### config.mk
export PLATFORM = sky130hd
export DESIGN_NAME = uart_tx_peri
export DESIGN_NICKNAME = d
export VERILOG_FILES = /design/src/rtl/uart_tx_peri.sv
export SDC_FILE = /design/constraint.sdc
export NUM_CORES = 1
export LEC_CHECK = 0
export CORE_UTILIZATION = 50
export CTS_BUF_LIST = sky130_fd_sc_hd__clkbuf_4 sky130_fd_sc_hd__clkbuf_8
export DETAILED_ROUTE_END_ITERATION = 6
export PLACE_DENSITY = 0.82
export SYNTH_ARGS = -nofsm -noshare
export SYNTH_HDL_FRONTEND = slang
export SYNTH_SLANG_ARGS = --single-unit
### constraint.sdc
create_clock -name clk -period 5.05 [get_ports clk]
set_clock_uncertainty 0.15 [all_clocks]
set_input_delay 1.01 -clock clk [delete_from_list [all_inputs] [get_ports clk]]
set_output_delay 1.01 -clock clk [all_outputs]
set_load 0.01 [all_outputs]
### src/rtl/uart_tx_peri.sv
// uart_tx_peri: memory-mapped 8N1 UART transmitter with a TX FIFO.
//
// The CPU writes bytes to TXDATA; they queue in a FIFO and a baud-timed FSM
// shifts them out LSB first on uart_tx. The FIFO depth and the reset baud
// divisor are parameters.
//
// Register map (byte offsets):
//   0x00 TXDATA  W : bmask[0] pushes w_data[7:0]; reads 0
//   0x04 STATUS  R : [0] busy [1] full [2] empty [3] overflow [11:8] count
//                W : writing 1 to bit 3 (bmask[0]) clears overflow
//   0x08 BAUDDIV RW: [15:0], byte lanes follow bmask[1:0]
//   0x0C CTRL    RW: [0] EN, [1] PEN (parity build only)
//
// Optional feature: define UART_TX_PARITY_EN to add an even-parity bit
// between the data bits and the stop bit, enabled per frame by CTRL[1].

module uart_tx_peri #(
    parameter int          FIFO_DEPTH  = 8,
    parameter logic [15:0] DEFAULT_DIV = 16'd434
) (
    input  logic        clk,
    input  logic        rst,
    input  logic [7:0]  addr,
    input  logic [31:0] w_data,
    input  logic        wr_en,
    input  logic [3:0]  bmask,
    output logic [31:0] rd_data,
    output logic        uart_tx,
    output logic        tx_busy
);

    localparam int PTR_W = $clog2(FIFO_DEPTH);
    localparam int CNT_W = PTR_W + 1;

    localparam logic [7:0] ADDR_TXDATA  = 8'h00;
    localparam logic [7:0] ADDR_STATUS  = 8'h04;
    localparam logic [7:0] ADDR_BAUDDIV = 8'h08;
    localparam logic [7:0] ADDR_CTRL    = 8'h0C;

    typedef enum logic [2:0] {
        ST_IDLE   = 3'd0,
        ST_START  = 3'd1,
        ST_DATA   = 3'd2,
        ST_STOP   = 3'd3
`ifdef UART_TX_PARITY_EN
        , ST_PARITY = 3'd4
`endif
    } state_t;

    // ------------------------------------------------------------------
    // Bus decode
    // ------------------------------------------------------------------
    logic wr_txdata;
    logic wr_status;
    logic wr_baud;
    logic wr_ctrl;

    assign wr_txdata = wr_en && (addr == ADDR_TXDATA);
    assign wr_status = wr_en && (addr == ADDR_STATUS);
    assign wr_baud   = wr_en && (addr == ADDR_BAUDDIV);
    assign wr_ctrl   = wr_en && (addr == ADDR_CTRL);

    // Upper data lanes and byte enables 2/3 select nothing in this block.
    logic unused_bus_bits;
    assign unused_bus_bits = ^{w_data[31:16], bmask[3:2]};

    // ------------------------------------------------------------------
    // Control / status registers
    // ------------------------------------------------------------------
    logic [15:0] baud_div;
    logic        en;
    logic        overflow;
`ifdef UART_TX_PARITY_EN
    logic        pen;
`endif

    // FIFO state, declared here because overflow depends on it.
    logic [7:0]       fifo_mem [FIFO_DEPTH];
    logic [PTR_W-1:0] wr_ptr;
    logic [PTR_W-1:0] rd_ptr;
    logic [CNT_W-1:0] count;
    logic             fifo_full;
    logic             fifo_empty;
    logic [7:0]       fifo_head;
    logic             push_req;
    logic             push_ok;
    logic             pop;

    // Software-visible configuration and the sticky overflow flag.
    always_ff @(posedge clk or negedge rst) begin
        if (!rst) begin
            baud_div <= DEFAULT_DIV;
            en       <= 1'b1;
            overflow <= 1'b0;
`ifdef UART_TX_PARITY_EN
            pen      <= 1'b1;
`endif
        end else begin
            // NOTE: state registers use non-blocking assignments so every
            // flop samples the pre-edge values of the others.
            if (wr_baud && bmask[0]) baud_div[7:0]  <= w_data[7:0];
            if (wr_baud && bmask[1]) baud_div[15:8] <= w_data[15:8];
            if (wr_ctrl && bmask[0]) begin
                en  <= w_data[0];
`ifdef UART_TX_PARITY_EN
                pen <= w_data[1];
`endif
            end
            if (push_req && fifo_full) begin
                overflow <= 1'b1;
            end else if (wr_status && bmask[0] && w_data[3]) begin
                overflow <= 1'b0;
            end
        end
    end

    // ------------------------------------------------------------------
    // TX FIFO
    // ------------------------------------------------------------------
    // Full is judged on the pre-edge count, so a push that meets a pop
    // while full is still dropped; there is no bypass to the FSM either.
    assign fifo_full  = (count == CNT_W'(FIFO_DEPTH));
    assign fifo_empty = (count == '0);
    assign fifo_head  = fifo_mem[rd_ptr];
    assign push_req   = wr_txdata && bmask[0];
    assign push_ok    = push_req && !fifo_full;

    // Byte storage: written on accepted pushes only.
    always_ff @(posedge clk) begin
        // NOTE: the storage array has no reset; entries are only ever read
        // behind a non-zero count, so their power-up contents are irrelevant.
        if (push_ok) begin
            fifo_mem[wr_ptr] <= w_data[7:0];
        end
    end

    // Pointers wrap naturally because the depth is a power of two.
    always_ff @(posedge clk or negedge rst) begin
        if (!rst) begin
            wr_ptr <= '0;
            rd_ptr <= '0;
            count  <= '0;
        end else begin
            if (push_ok) wr_ptr <= wr_ptr + 1'b1;
            if (pop)     rd_ptr <= rd_ptr + 1'b1;
            case ({push_ok, pop})
                2'b10:   count <= count + 1'b1;
                2'b01:   count <= count - 1'b1;
                default: count <= count;
            endcase
        end
    end

    // ------------------------------------------------------------------
    // Transmit FSM
    // ------------------------------------------------------------------
    state_t      state;
    state_t      state_next;
    logic [15:0] div_lat;
    logic [15:0] baud_cnt;
    logic        baud_tick;
    logic        baud_clr;
    logic [2:0]  bit_cnt;
    logic [7:0]  shift_reg;
    logic        shift_en;
    logic        tx_next;
    logic        can_start;
`ifdef UART_TX_PARITY_EN
    logic        pen_lat;
    logic        parity_bit;
`endif

    assign baud_tick = (baud_cnt == div_lat - 16'd1);
    assign can_start = en && !fifo_empty;
    assign tx_busy   = (state != ST_IDLE);

    // State register.
    always_ff @(posedge clk or negedge rst) begin
        if (!rst) begin
            state <= ST_IDLE;
        end else begin
            state <= state_next;
        end
    end

    // Next state, FIFO pop and the next serial line level.
    always_comb begin
        // NOTE: every output of this block gets a default first, so no path
        // through the case can leave one unassigned and infer a latch.
        state_next = state;
        pop        = 1'b0;
        baud_clr   = 1'b0;
        shift_en   = 1'b0;
        tx_next    = uart_tx;

        case (state)
            ST_IDLE: begin
                tx_next  = 1'b1;
                baud_clr = 1'b1;
                if (can_start) begin
                    pop        = 1'b1;
                    state_next = ST_START;
                    tx_next    = 1'b0;
                end
            end

            ST_START: begin
                if (baud_tick) begin
                    baud_clr   = 1'b1;
                    state_next = ST_DATA;
                    tx_next    = shift_reg[0];
                end
            end

            ST_DATA: begin
                if (baud_tick) begin
                    baud_clr = 1'b1;
                    if (bit_cnt == 3'd7) begin
`ifdef UART_TX_PARITY_EN
                        if (pen_lat) begin
                            state_next = ST_PARITY;
                            tx_next    = parity_bit;
                        end else
`endif
                        begin
                            state_next = ST_STOP;
                            tx_next    = 1'b1;
                        end
                    end else begin
                        shift_en = 1'b1;
                        tx_next  = shift_reg[1];
                    end
                end
            end

`ifdef UART_TX_PARITY_EN
            ST_PARITY: begin
                if (baud_tick) begin
                    baud_clr   = 1'b1;
                    state_next = ST_STOP;
                    tx_next    = 1'b1;
                end
            end
`endif

            ST_STOP: begin
                if (baud_tick) begin
                    baud_clr = 1'b1;
                    // Chain straight into the next start bit when possible.
                    if (can_start) begin
                        pop        = 1'b1;
                        state_next = ST_START;
                        tx_next    = 1'b0;
                    end else begin
                        state_next = ST_IDLE;
                        tx_next    = 1'b1;
                    end
                end
            end

            default: begin
                state_next = ST_IDLE;
                tx_next    = 1'b1;
            end
        endcase
    end

    // Bit timer, shift register and per-frame latches.
    always_ff @(posedge clk or negedge rst) begin
        if (!rst) begin
            uart_tx    <= 1'b1;
            baud_cnt   <= '0;
            bit_cnt    <= '0;
            shift_reg  <= '0;
            div_lat    <= 16'd1;
`ifdef UART_TX_PARITY_EN
            pen_lat    <= 1'b0;
            parity_bit <= 1'b0;
`endif
        end else begin
            uart_tx  <= tx_next;
            baud_cnt <= baud_clr ? 16'd0 : baud_cnt + 16'd1;
            if (pop) begin
                // Divisor and parity mode are frozen for the whole frame;
                // a zero divisor runs at one cycle per bit.
                shift_reg  <= fifo_head;
                bit_cnt    <= '0;
                div_lat    <= (baud_div == 16'd0) ? 16'd1 : baud_div;
`ifdef UART_TX_PARITY_EN
                pen_lat    <= pen;
                parity_bit <= ^fifo_head;
`endif
            end else if (shift_en) begin
                shift_reg <= {1'b0, shift_reg[7:1]};
                bit_cnt   <= bit_cnt + 3'd1;
            end
        end
    end

    // ------------------------------------------------------------------
    // Read mux (combinational, no wait state)
    // ------------------------------------------------------------------
    // Register read-back for the current address.
    always_comb begin
        rd_data = '0;
        case (addr)
            ADDR_STATUS: begin
                rd_data[0]    = tx_busy;
                rd_data[1]    = fifo_full;
                rd_data[2]    = fifo_empty;
                rd_data[3]    = overflow;
                rd_data[11:8] = 4'(count);
            end
            ADDR_BAUDDIV: begin
                rd_data[15:0] = baud_div;
            end
            ADDR_CTRL: begin
                rd_data[0] = en;
`ifdef UART_TX_PARITY_EN
                rd_data[1] = pen;
`endif
            end
            default: begin
                rd_data = '0;
            end
        endcase
    end

endmodule

# == After elaboration in Yosys (flattened, before gate mapping) ==
# Memories as Yosys holds them, arrays and structs flattened.
# Index checks and enable logic that the tools add are counted.
# word_totals
regBits,75
ram_bits,64
inputBits,47
output_inout_bits,34
n_memories,1
# mem_list
name,words,word_bits,rd,rd_ports_with_merged_regs,write_ports,line,source
fifo_mem,8,8,1,0,1,78,logic [7:0] fifo_mem [FIFO_DEPTH];
# op_classes
n_addsub,7
n_eq_ne,16
mux,37
reduce_logical,26
# op_table
op,count
two-way mux 16 bit,2
two-way mux 3 bit,7
"adder 16 x 1 -> 16 bit, second input constant",1
equality test 16 bit,1
"equality test 8 x 4 -> 1 bit, second input constant",2
zero test 16 bit,1
two-way mux 1 bit,16
two-way mux 8 bit,2
case mux 4 bit (2 select lines),2
"subtractor 16 x 1 -> 16 bit, second input constant",1
logical AND 1 bit,13
case mux 3 bit (4 select lines),1
"inequality test 2 bit, second input constant",5
"adder 3 x 1 -> 3 bit, second input constant",3
"equality test 8 x 3 -> 1 bit, second input constant",1
zero test 8 bit,1
two-way mux 4 bit,2
"equality test 3 x 2 -> 1 bit, second input constant",2
case mux 3 bit (2 select lines),1
nonzero test 2 bit,3
AND reduction 5 bit,1
"adder 4 x 1 -> 4 bit, second input constant",1
"equality test 4 bit, second input constant",1
zero test 4 bit,1
other kinds (13),15

# == Logic depth before layout (Yosys ltp) ==
# Gate-level depths: netlist (run 1).
# depth
ltp_word,8
mapped_depth,17
ltp_nobuf,16

# == Worst setup path before layout (run 1) ==
# No wires, ideal clock.
# synth_path
kind,reg2reg
from,register div_lat[3]
to,register count[2]
setup_ps,127
t_arrival_ps,3649
required_ps,4773
slack_ps,1124
stages_incl_launch_ff,18
n_path_buf,3
synth_period_minus_slack_ps,3926
path_cell_list,dfrtp_1 buf_4 or4_1 clkbuf_2 or4_1 a21oi_1 o32ai_1 nor4b_4 a22oi_4 buf_4 inv_1 ha_1 xor2_1 ha_1 a21oi_1 xor2_1 nor2_1 xor2_1
# synth_between
elab_chain_cells,6
# synth_lines
item,line,source
"start, declared",159,logic [15:0] div_lat;
"start signal, assigned",288,div_lat <= (baud_div == 16'd0) ? 16'd1 : baud_div;
subtractor 16 x 1 -> 16 bit (*),173,assign baud_tick = (baud_cnt == div_lat - 16'd1);
equality test 16 bit (*),173,
two-way mux 1 bit (*),247,if (baud_tick) begin
case mux 1 bit (2 select lines) (*),196,case (state)
equality test 2 x 1 -> 1 bit or equality test 2 bit (tied branches),146,"case ({push_ok, pop})"
case mux 4 bit (2 select lines) or nonzero test 2 bit (tied branches),-,
"end signal, assigned",147,2'b10: count <= count + 1'b1;
"end signal, assigned",148,2'b01: count <= count - 1'b1;
"end signal, assigned",149,default: count <= count;
"end, declared",81,logic [CNT_W-1:0] count;
# Mark *: on every way between the ends. The rest lies on a longest branch, timed or not.
# A chain may end at the register's enable or synchronous reset.

# == Worst setup path after layout (run 1) ==
# layout_path
from,input port addr[5]
to,output port rd_data[1]
# layout_between
elab_chain_cells,2
# layout_lines
item,line,source
"start, declared",23,"input logic [7:0] addr,"
equality test 8 x 4 -> 1 bit or equality test 8 x 3 -> 1 bit (tied branches),306,case (addr)
case mux 3 bit (2 select lines) (*),306,
"end, declared",27,"output logic [31:0] rd_data,"
# Marks and branches as above.

==> results.sh, run 1 <==
export IMPL_holdPathStages=2
export IMPL_syn2layout_area_growth_pct=14.2
export IMPL_cts_setup_buffers=0
export IMPL_cp_end_kind="primary output"
export IMPL_p_comb_share_pct=11.6
export IMPL_start_util_pct=52.1
export IMPL_die_w_um=118
export IMPL_synth_area_mux_share_pct=13.9
export IMPL_synth_most_common_cell="dfrtp_1"
export IMPL_grt_pass1_wl_um=21600
export IMPL_hold_buffers=0
export IMPL_grt_max_degree=50
export IMPL_dieArea_um2=13900
export IMPL_overflow=0
export IMPL_outcome="finished, final reports clean"
export IMPL_rr_startpoint="div_lat[3]"
export IMPL_r2r_end="count[2]"
export IMPL_cp_start_kind="input pin"
export IMPL_relSlewSlack_pct=27.0
export IMPL_final_seq_area_um2=3780
export IMPL_setup_viol=0
export IMPL_synth_top_area_share_pct=28.6
export IMPL_path_class="input pin to primary output"
export IMPL_post_dp_hpwl_um=9200
export IMPL_cts_tree="yes"
export IMPL_synth_area_leader_cell="edfxtp_1"
export IMPL_ys_seq_elements=138
export IMPL_io_buffers=46
export IMPL_final_util_pct=59.5
export IMPL_drt_first_pass_iters=4
export IMPL_cts_resized=0
export IMPL_clockPowerShare_pct=35.6
export IMPL_finalPower_mw=2.39
export IMPL_max_freq_mhz=235
export IMPL_power_frac_seq_pct=52.7
export IMPL_insertion_delay_ns=0.45
export IMPL_clock_sinks=138
export IMPL_switching_share_pct=26.9
export IMPL_gp_congestion=0.815
export IMPL_ctsHtreeMaxLevel=4
export IMPL_synth_top_family_by_area="multiplexers"
export IMPL_cts_buffers=17
export IMPL_nNetsFinal=630
export IMPL_hold_viol_final=0
export IMPL_slew_violations=0
export IMPL_clk_pin_slew_ns=0.08
export IMPL_regMostFlops="fifo_mem"
export IMPL_synth_simple_area_share_pct=12.8
export IMPL_p_int_mw=1.75
export IMPL_synth_cells=515
export IMPL_drt_iter0_markers=289
export IMPL_fin_crit_sh_pct=84.3
export IMPL_synth_xor_area_share_pct=5.09
export IMPL_cts_root_buf="clkbuf_8"
export IMPL_synthFlopType="dfrtp_1"
export IMPL_p_per_area_nw_per_um2=312
export IMPL_async_flop_share_pct=53.6
export IMPL_grt_pass1_vias=4274
export IMPL_via_per_inst=5.61
export IMPL_drv_cap=0
export IMPL_vias=4236
export IMPL_ys_warn_count=0
export IMPL_hold_end="overflow"
export IMPL_synth_compound_gate_area_share_pct=5.44
export IMPL_rsz0062_at_grt="no"
export IMPL_synth_seq_area_share_pct=56.4
export IMPL_finalCriticalPeriod_ns=4.26
export IMPL_wl_per_cell_um=17.3
export IMPL_dieHeight_um=118
export IMPL_nFillCells=1006
export IMPL_ys_types=51
export IMPL_min_path_type="flop to flop"
export IMPL_synth_edf_count=64
export IMPL_synthTopCellsByArea="edfxtp_1, dfrtp_1, mux4_2"
export IMPL_largest_register_ffs=64
export IMPL_multi_input_area_um2=2720
export IMPL_antenna_found_initial=0
export IMPL_synthesis_area_um2=6710
export IMPL_synth_adder_area_share_pct=2.42
export IMPL_p_leak_nw=3.22
export IMPL_io_pins=81
export IMPL_crit_required_ns=3.89
export IMPL_finalWirelength_um=13100
export IMPL_num_rows=41
export IMPL_tns_ns=0
export IMPL_arrival_ns=3.10
export IMPL_synthTopCellsByCount="dfrtp_1, edfxtp_1, nor2_1, mux2_2, nand2_1"
export IMPL_rrSetupSlack_ns=0.91
export IMPL_grtUsageTotal_pct=20.3
export IMPL_avgSynthCellArea_um2=13.0
export IMPL_switchingPower_uw=643
export IMPL_drc=0
export IMPL_min_from="overflow"
export IMPL_core_area_um2=12900
export IMPL_n_antenna_cell=0
export IMPL_clock_path_buffers=2
export IMPL_crit_fanout=8
export IMPL_r2r_cells=15
export IMPL_ant_nets=0
export IMPL_ir_drop_mv=0.315
export IMPL_worst_pin_slew_ns=1.09
export IMPL_drive_above_1_share_pct=18.0
placed cells by master (no fill, tap or decap), types with 17 or more instances in the layout:
cell type	count
nor2_1	41
clkdlybuf4s50_1	45
clkbuf_8	17
dfrtp_1	66
xor2_1	19
edfxtp_1	64
nand2_1	22
mux2_2	27
xnor2_1	20
power by group through the flow:
stage	clock, mW	sequential, mW	combinational [mW]
after floorplan	0	1.27	0.189
after detailed placement	0	1.28	0.278
after global placement	0	1.28	0.267
after global routing	0.918	1.27	0.306
after CTS	0.869	1.26	0.280
final	0.852	1.26	0.278
layout make-up:
cell class | count | area share [%]
multi-input combinational | 344 | 35.5
tap | 172 | 2.81
timing repair buffer | 54 | 6.72
sequential | 138 | 49.4
clock buffer | 18 | 3.15
inverter | 15 | 0.734
clock inverter | 14 | 1.75
how the worst max path moves through the flow:
stage	start	to	slack (ns)
final	addr[5]	rd_data[1]	0.79
after detailed placement	addr[5]	count[2]	0.73
after CTS	addr[5]	rd_data[1]	0.80
after global placement	addr[5]	rd_data[1]	0.79
after global routing	addr[5]	rd_data[1]	0.51
after floorplan	div_lat[3]	count[2]	1.12
per-layer routing:
layer	track usage [%]	share of wire (%)	vias up
li1	-	-	1982
met2	33.4	50	110
met4	8.97	2.0	0
met3	4.94	4.3	20
met1	25.4	43	2124
met5	0	0	-
metrics by stage:
stage                     hold WS, ns  instance area (um2)  setup slack, ns  std cells
after CTS                       0.352                 7670            0.798        755
after global placement          0.326                 7290            0.792        723
after floorplan                 0.299                 6770             1.12        530
final                           0.352                 7670            0.793        755
after global routing            0.402                 7670            0.513        755
after detailed placement        0.334                 7290            0.729        723
critical path, cell delays in order:
cell and delay (ns):
clkdlybuf4s50_1 0.40, nor4_1 0.26, nand2_1 0.18, nor2_1 0.43, a32o_1 0.26, clkdlybuf4s50_1 0.54
cell families after synthesis:
kind of cell               after synthesis
other                                    1
and+or+nand+nor                        161
DFF                                    138
muxes                                   65
AOI/OAI and AO/OA                       50
adders and majority gates               13
buffers and inverters                   48
xor gates and xnor gates                39
Power figures use the tool's default switching activity.
==> run 2: changes to the inputs <==
==> constraint.sdc (replaced) <==
create_clock -name clk -period 4.3 [get_ports clk]
set_clock_uncertainty 0.15 [all_clocks]
set_input_delay 0.86 -clock clk [delete_from_list [all_inputs] [get_ports clk]]
set_output_delay 0.86 -clock clk [all_outputs]
set_load 0.01 [all_outputs]
==> results.sh, run 2 (synthesis results as in run 1) <==
export IMPL_outcome="finished, final reports clean"
export IMPL_dieArea_um2=13900
export IMPL_io_pins=81
export IMPL_holdWs_ns=0.173
export IMPL_clk_pin_slew_ns=0.08
export IMPL_relSlewSlack_pct=30.7
export IMPL_rrSetupSlack_ns=0.34
export IMPL_post_dp_hpwl_um=9530
export IMPL_p_comb_share_pct=11.7
export IMPL_via_per_inst=5.62
export IMPL_clockPowerShare_pct=36.2
export IMPL_mostFrequentLayoutCells="dfrtp_1, edfxtp_1, clkdlybuf4s50_1"
export IMPL_crit_required_ns=3.29
export IMPL_start_util_pct=52.1
export IMPL_grt_pass1_wl_um=21500
export IMPL_clock_sinks=138
export IMPL_slew_violations=0
export IMPL_rsz0062_at_grt="no"
export IMPL_cts_buffers=17
export IMPL_setup_viol=0
export IMPL_nNetsFinal=640
export IMPL_path_class="input pin to primary output"
export IMPL_cts_root_buf="clkbuf_8"
export IMPL_dieHeight_um=118
export IMPL_io_buffers=46
export IMPL_syn2layout_area_growth_pct=15.5
export IMPL_regMostFlops="fifo_mem"
export IMPL_max_freq_mhz=250
export IMPL_ant_nets=0
export IMPL_p_per_area_nw_per_um2=366
export IMPL_finalWirelength_um=12900
export IMPL_drt_first_pass_iters=5
export IMPL_grt_pass1_vias=4247
export IMPL_drc=0
export IMPL_num_rows=41
export IMPL_layout_commonest_cell="dfrtp_1"
export IMPL_min_path_type="input pin to asynchronous set/reset pin"
export IMPL_crit_fanout=8
export IMPL_wl_per_cell_um=16.9
export IMPL_drive_above_1_share_pct=19.6
export IMPL_clock_path_buffers=2
export IMPL_finalCriticalPeriod_ns=4.00
export IMPL_switching_share_pct=27.4
export IMPL_vias=4302
export IMPL_cp_end_kind="primary output"
export IMPL_p_leak_nw=3.28
export IMPL_core_area_um2=12900
export IMPL_ctsHtreeMaxLevel=4
export IMPL_crit_start="addr[5]"
export IMPL_r2r_cells=14
export IMPL_die_w_um=118
export IMPL_gp_congestion=0.836
export IMPL_hold_viol_final=0
export IMPL_fin_crit_sh_pct=92.9
export IMPL_cts_resized=0
export IMPL_p_int_mw=2.06
export IMPL_place_area_um2=7370
export IMPL_r2r_end="count[2]"
export IMPL_nFillCells=987
export IMPL_antenna_found_initial=0
export IMPL_insertion_delay_ns=0.46
export IMPL_hold_buffers=0
export IMPL_worst_pin_slew_ns=1.04
export IMPL_cts_tree="yes"
export IMPL_rr_startpoint="div_lat[3]"
export IMPL_drv_cap=0
export IMPL_tns_ns=0
export IMPL_endpoint="rd_data[1]"
export IMPL_cp_start_kind="input pin"
export IMPL_arrival_ns=2.99
export IMPL_n_antenna_cell=0
export IMPL_cts_setup_buffers=0
export IMPL_overflow=0
export IMPL_grt_max_degree=37
export IMPL_grtUsageTotal_pct=20.3
export IMPL_design_area_um2=7750
export IMPL_drt_iter0_markers=276
export IMPL_ir_drop_mv=0.317
export IMPL_switchingPower_uw=777
export IMPL_largest_register_ffs=64
export IMPL_power_frac_seq_pct=52.1
==> run 2: changes by cell type in the layout (fill, tap and decap cells not counted), sizes merged <==
| cell | previous run | this run |
|---|---|---|
| buf | 9 | 19 |
| clkbuf | 18 | 17 |
| clkinv | 5 | 2 |
| inv | 22 | 26 |
==> run 2: worst max-delay path, cell delays in order <==
cell             delay [ns]
clkdlybuf4s50_1        0.40
nor4_1                 0.26
nand2_1                0.17
nor2_1                 0.47
a32o_1                 0.27
clkdlybuf4s50_1        0.55
==> run 2: final cells by class <==
| class | count | area, um2 | share of cell area [%] |
|---|---|---|---|
| flip-flops and latches | 138 | 3780 | 48.8 |
| multi-input cells | 344 | 2720 | 35.1 |
| repair buffers | 64 | 591 | 7.62 |
| clock buffers | 17 | 234 | 3.02 |
| well taps | 172 | 215 | 2.78 |
| clock inverters | 15 | 151 | 1.95 |
| inverters | 15 | 56.3 | 0.726 |
==> run 2: worst min path at each step <==
stage	endpoint	slack, ns	cells past startpoint
3_5_place_dp	overflow	0.32	2
6_report	div_lat[13]	0.17	1
4_1_cts	div_lat[12]	0.17	1
2_1_floorplan	overflow	0.30	2
5_1_grt	div_lat[12]	0.18	1
3_3_place_gp	overflow	0.32	2
==> run 2: power by group through the flow <==
| stage | Combinational [mW] | Sequential, mW | Clock [mW] |
|---|---|---|---|
| floorplan | 0.222 | 1.49 | 0 |
| global placement | 0.313 | 1.50 | 0 |
| detailed placement | 0.333 | 1.51 | 0 |
| CTS | 0.335 | 1.48 | 1.05 |
| global route | 0.365 | 1.48 | 1.11 |
| finish | 0.330 | 1.48 | 1.03 |
==> run 2: through the flow <==
stage / utilization [%] / worst slack (ns) / power [mW] / instances
final: 60.2 / 0.303 / 2.83 / 765
after global placement: 57.2 / 0.348 / 1.82 / 733
after global routing: 60.2 / 0.0619 / 2.96 / 765
after detailed placement: 57.2 / 0.316 / 1.84 / 733
after floorplan: - / 0.374 / 1.71 / 530
after CTS: 60.2 / 0.311 / 2.86 / 765
==> run 2: per-layer routing <==
layer  track usage, %  up-vias  part of all wire (%)
li1                 -     2011                     -
met1             25.8     2142                    44
met2             33.2      126                    50
met3             5.28       23                   4.4
met4             8.33        0                   1.7
met5                0        -                     0
==> run 3: changes to the inputs <==
--- a/config.mk
+++ b/config.mk
@@ -5,6 +5,7 @@
 export SDC_FILE = /design/constraint.sdc
 export NUM_CORES = 1
 export LEC_CHECK = 0
+export CORE_ASPECT_RATIO = 0.75
 export CORE_UTILIZATION = 50
 export CTS_BUF_LIST = sky130_fd_sc_hd__clkbuf_4 sky130_fd_sc_hd__clkbuf_8
 export DETAILED_ROUTE_END_ITERATION = 6
==> results.sh, run 3 (synthesis results as in run 1) <==
export IMPL_outcome="finished, final reports clean"
export IMPL_start_util_pct=51.4
export IMPL_crit_fanout=10
export IMPL_cpPeakStageDelay_ns=0.63
export IMPL_post_dp_hpwl_um=9490
export IMPL_io_pins=81
export IMPL_core_area_um2=13100
export IMPL_hold_end="shift_reg[7]"
export IMPL_cts_root_buf="clkbuf_8"
export IMPL_via_per_inst=5.73
export IMPL_drv_cap=0
export IMPL_switchingPower_uw=734
export IMPL_finalCriticalPeriod_ns=4.00
export IMPL_grt_max_degree=75
export IMPL_ant_nets=0
export IMPL_wl_per_cell_um=17.8
export IMPL_cp_start_kind="flop"
export IMPL_dieArea_um2=13900
export IMPL_slowest_stage="or4_4"
export IMPL_nNetsFinal=639
export IMPL_nFillCells=997
export IMPL_io_buffers=46
export IMPL_cp_end_kind="flop"
export IMPL_ir_drop_mv=0.249
export IMPL_die_w_um=136
export IMPL_rrSetupSlack_ns=0.30
export IMPL_max_freq_mhz=250
export IMPL_r2r_cells=14
export IMPL_drc=0
export IMPL_finalWirelength_um=13600
export IMPL_overflow=0
export IMPL_p_leak_nw=3.30
export IMPL_grtUsageTotal_pct=21.6
export IMPL_switching_share_pct=25.0
export IMPL_rr_startpoint="div_lat[3]"
export IMPL_cts_setup_buffers=0
export IMPL_antenna_found_initial=0
export IMPL_r2r_end="count[2]"
export IMPL_power_frac_seq_pct=50.5
export IMPL_slew_violations=0
export IMPL_dp_slack_ns=0.296
export IMPL_cts_buffers=17
export IMPL_mostFrequentLayoutCells="dfrtp_1, edfxtp_1, clkdlybuf4s50_1"
export IMPL_path_class="flop to flop"
export IMPL_layout_commonest_cell="dfrtp_1"
export IMPL_clk_pin_slew_ns=0.08
export IMPL_clockPowerShare_pct=37.9
export IMPL_min_from="shift_reg[7]"
export IMPL_syn2layout_area_growth_pct=16.1
export IMPL_drive_above_1_share_pct=19.8
export IMPL_p_int_mw=2.20
export IMPL_dieHeight_um=102
export IMPL_worstPathCellList="or4_4 > or4_1 > a21oi_1 > o32ai_1 > nor4b_4 > a22oi_4 > inv_1 > ha_2 > xor2_1 > ha_1 > a21oi_1 > xor2_1 > nor2_1 > xor2_1"
export IMPL_drt_first_pass_iters=5
export IMPL_relSlewSlack_pct=37.2
export IMPL_grt_pass1_wl_um=22100
export IMPL_layout_setup_ws_ns=0.301
export IMPL_gp_congestion=0.873
export IMPL_min_path_type="flop to flop"
export IMPL_setup_viol=0
export IMPL_ctsHtreeMaxLevel=4
export IMPL_drt_iter0_markers=314
export IMPL_grt_pass1_vias=4316
export IMPL_final_util_pct=59.6
export IMPL_p_per_area_nw_per_um2=377
export IMPL_insertion_delay_ns=0.45
export IMPL_cts_tree="yes"
export IMPL_worst_pin_slew_ns=0.942
export IMPL_clock_path_buffers=2
export IMPL_holdPathStages=2
export IMPL_n_antenna_cell=0
export IMPL_clock_sinks=138
export IMPL_arrival_ns=4.18
export IMPL_hold_viol_final=0
export IMPL_crit_top_cell="xor2_1"
export IMPL_fin_crit_sh_pct=93.0
export IMPL_rsz0062_at_grt="no"
export IMPL_crit_required_ns=4.48
export IMPL_p_comb_share_pct=11.6
export IMPL_regMostFlops="fifo_mem"
export IMPL_largest_register_ffs=64
export IMPL_vias=4375
export IMPL_num_rows=36
export IMPL_tns_ns=0
run 3: how the worst max path moves through the flow:
| stage | from | cells past startpoint | to | slack (ns) |
|---|---|---|---|---|
| after floorplan | div_lat[3] | 17 | count[2] | 0.37 |
| after global placement | addr[5] | 13 | count[2] | 0.34 |
| after detailed placement | div_lat[3] | 14 | count[2] | 0.30 |
| after CTS | div_lat[3] | 14 | count[2] | 0.22 |
| after global routing | div_lat[0] | 16 | count[2] | 0.04 |
| final | div_lat[3] | 14 | count[2] | 0.30 |
run 3: layer usage:
layer,up-vias,track usage (%),share of wire (%)
li1,2005,-,-
met3,15,5.65,6.4
met2,174,33.4,47
met1,2181,30.0,46
met5,-,0,0
met4,0,6.74,0.89
run 3: cell type report:
class                           instances  area (um2)  area share [%]
Sequential cell                       138        3780            48.6
Clock inverter                         10         140            1.80
Timing Repair Buffer                   63         586            7.52
Multi-Input combinational cell        344        2730            35.0
Tap cell                              171         214            2.75
Clock buffer                           22         284            3.65
Inverter                               15        56.3           0.723
run 3: worst max-delay path, delay by kind of cell, from the launching register on:
kind | cells | cell delay, ns
simple gates | 4 | 1.54
compound gates | 4 | 0.60
fa+ha+maj | 2 | 0.46
buf+inv | 1 | 0.18
xor+xnor | 3 | 0.41
flops | 1 | 0.51
run 3: stage by stage:
stage / instance area (um2) / hold slack (ns) / std cells / power, mW
after floorplan: 6770 / 0.299 / 530 / 1.71
after global placement: 7360 / 0.321 / 731 / 1.82
after detailed placement: 7360 / 0.339 / 731 / 1.85
after CTS: 7780 / 0.356 / 763 / 2.95
after global routing: 7790 / 0.374 / 763 / 3.04
final: 7790 / 0.352 / 763 / 2.94
run 3: what timing repair did:
action,CTS,global route
hold buffers,0,0
gates resized for setup,0,2
endpoints found under the setup margin,0,1
run 3: power by group through the flow:
stage               Combinational (mW)  Clock, mW  Sequential [mW]
detailed placement               0.339          0             1.51
finish                           0.340       1.11             1.48
floorplan                        0.222          0             1.49
global placement                 0.315          0             1.50
CTS                              0.342       1.13             1.48
global route                     0.378       1.18             1.49
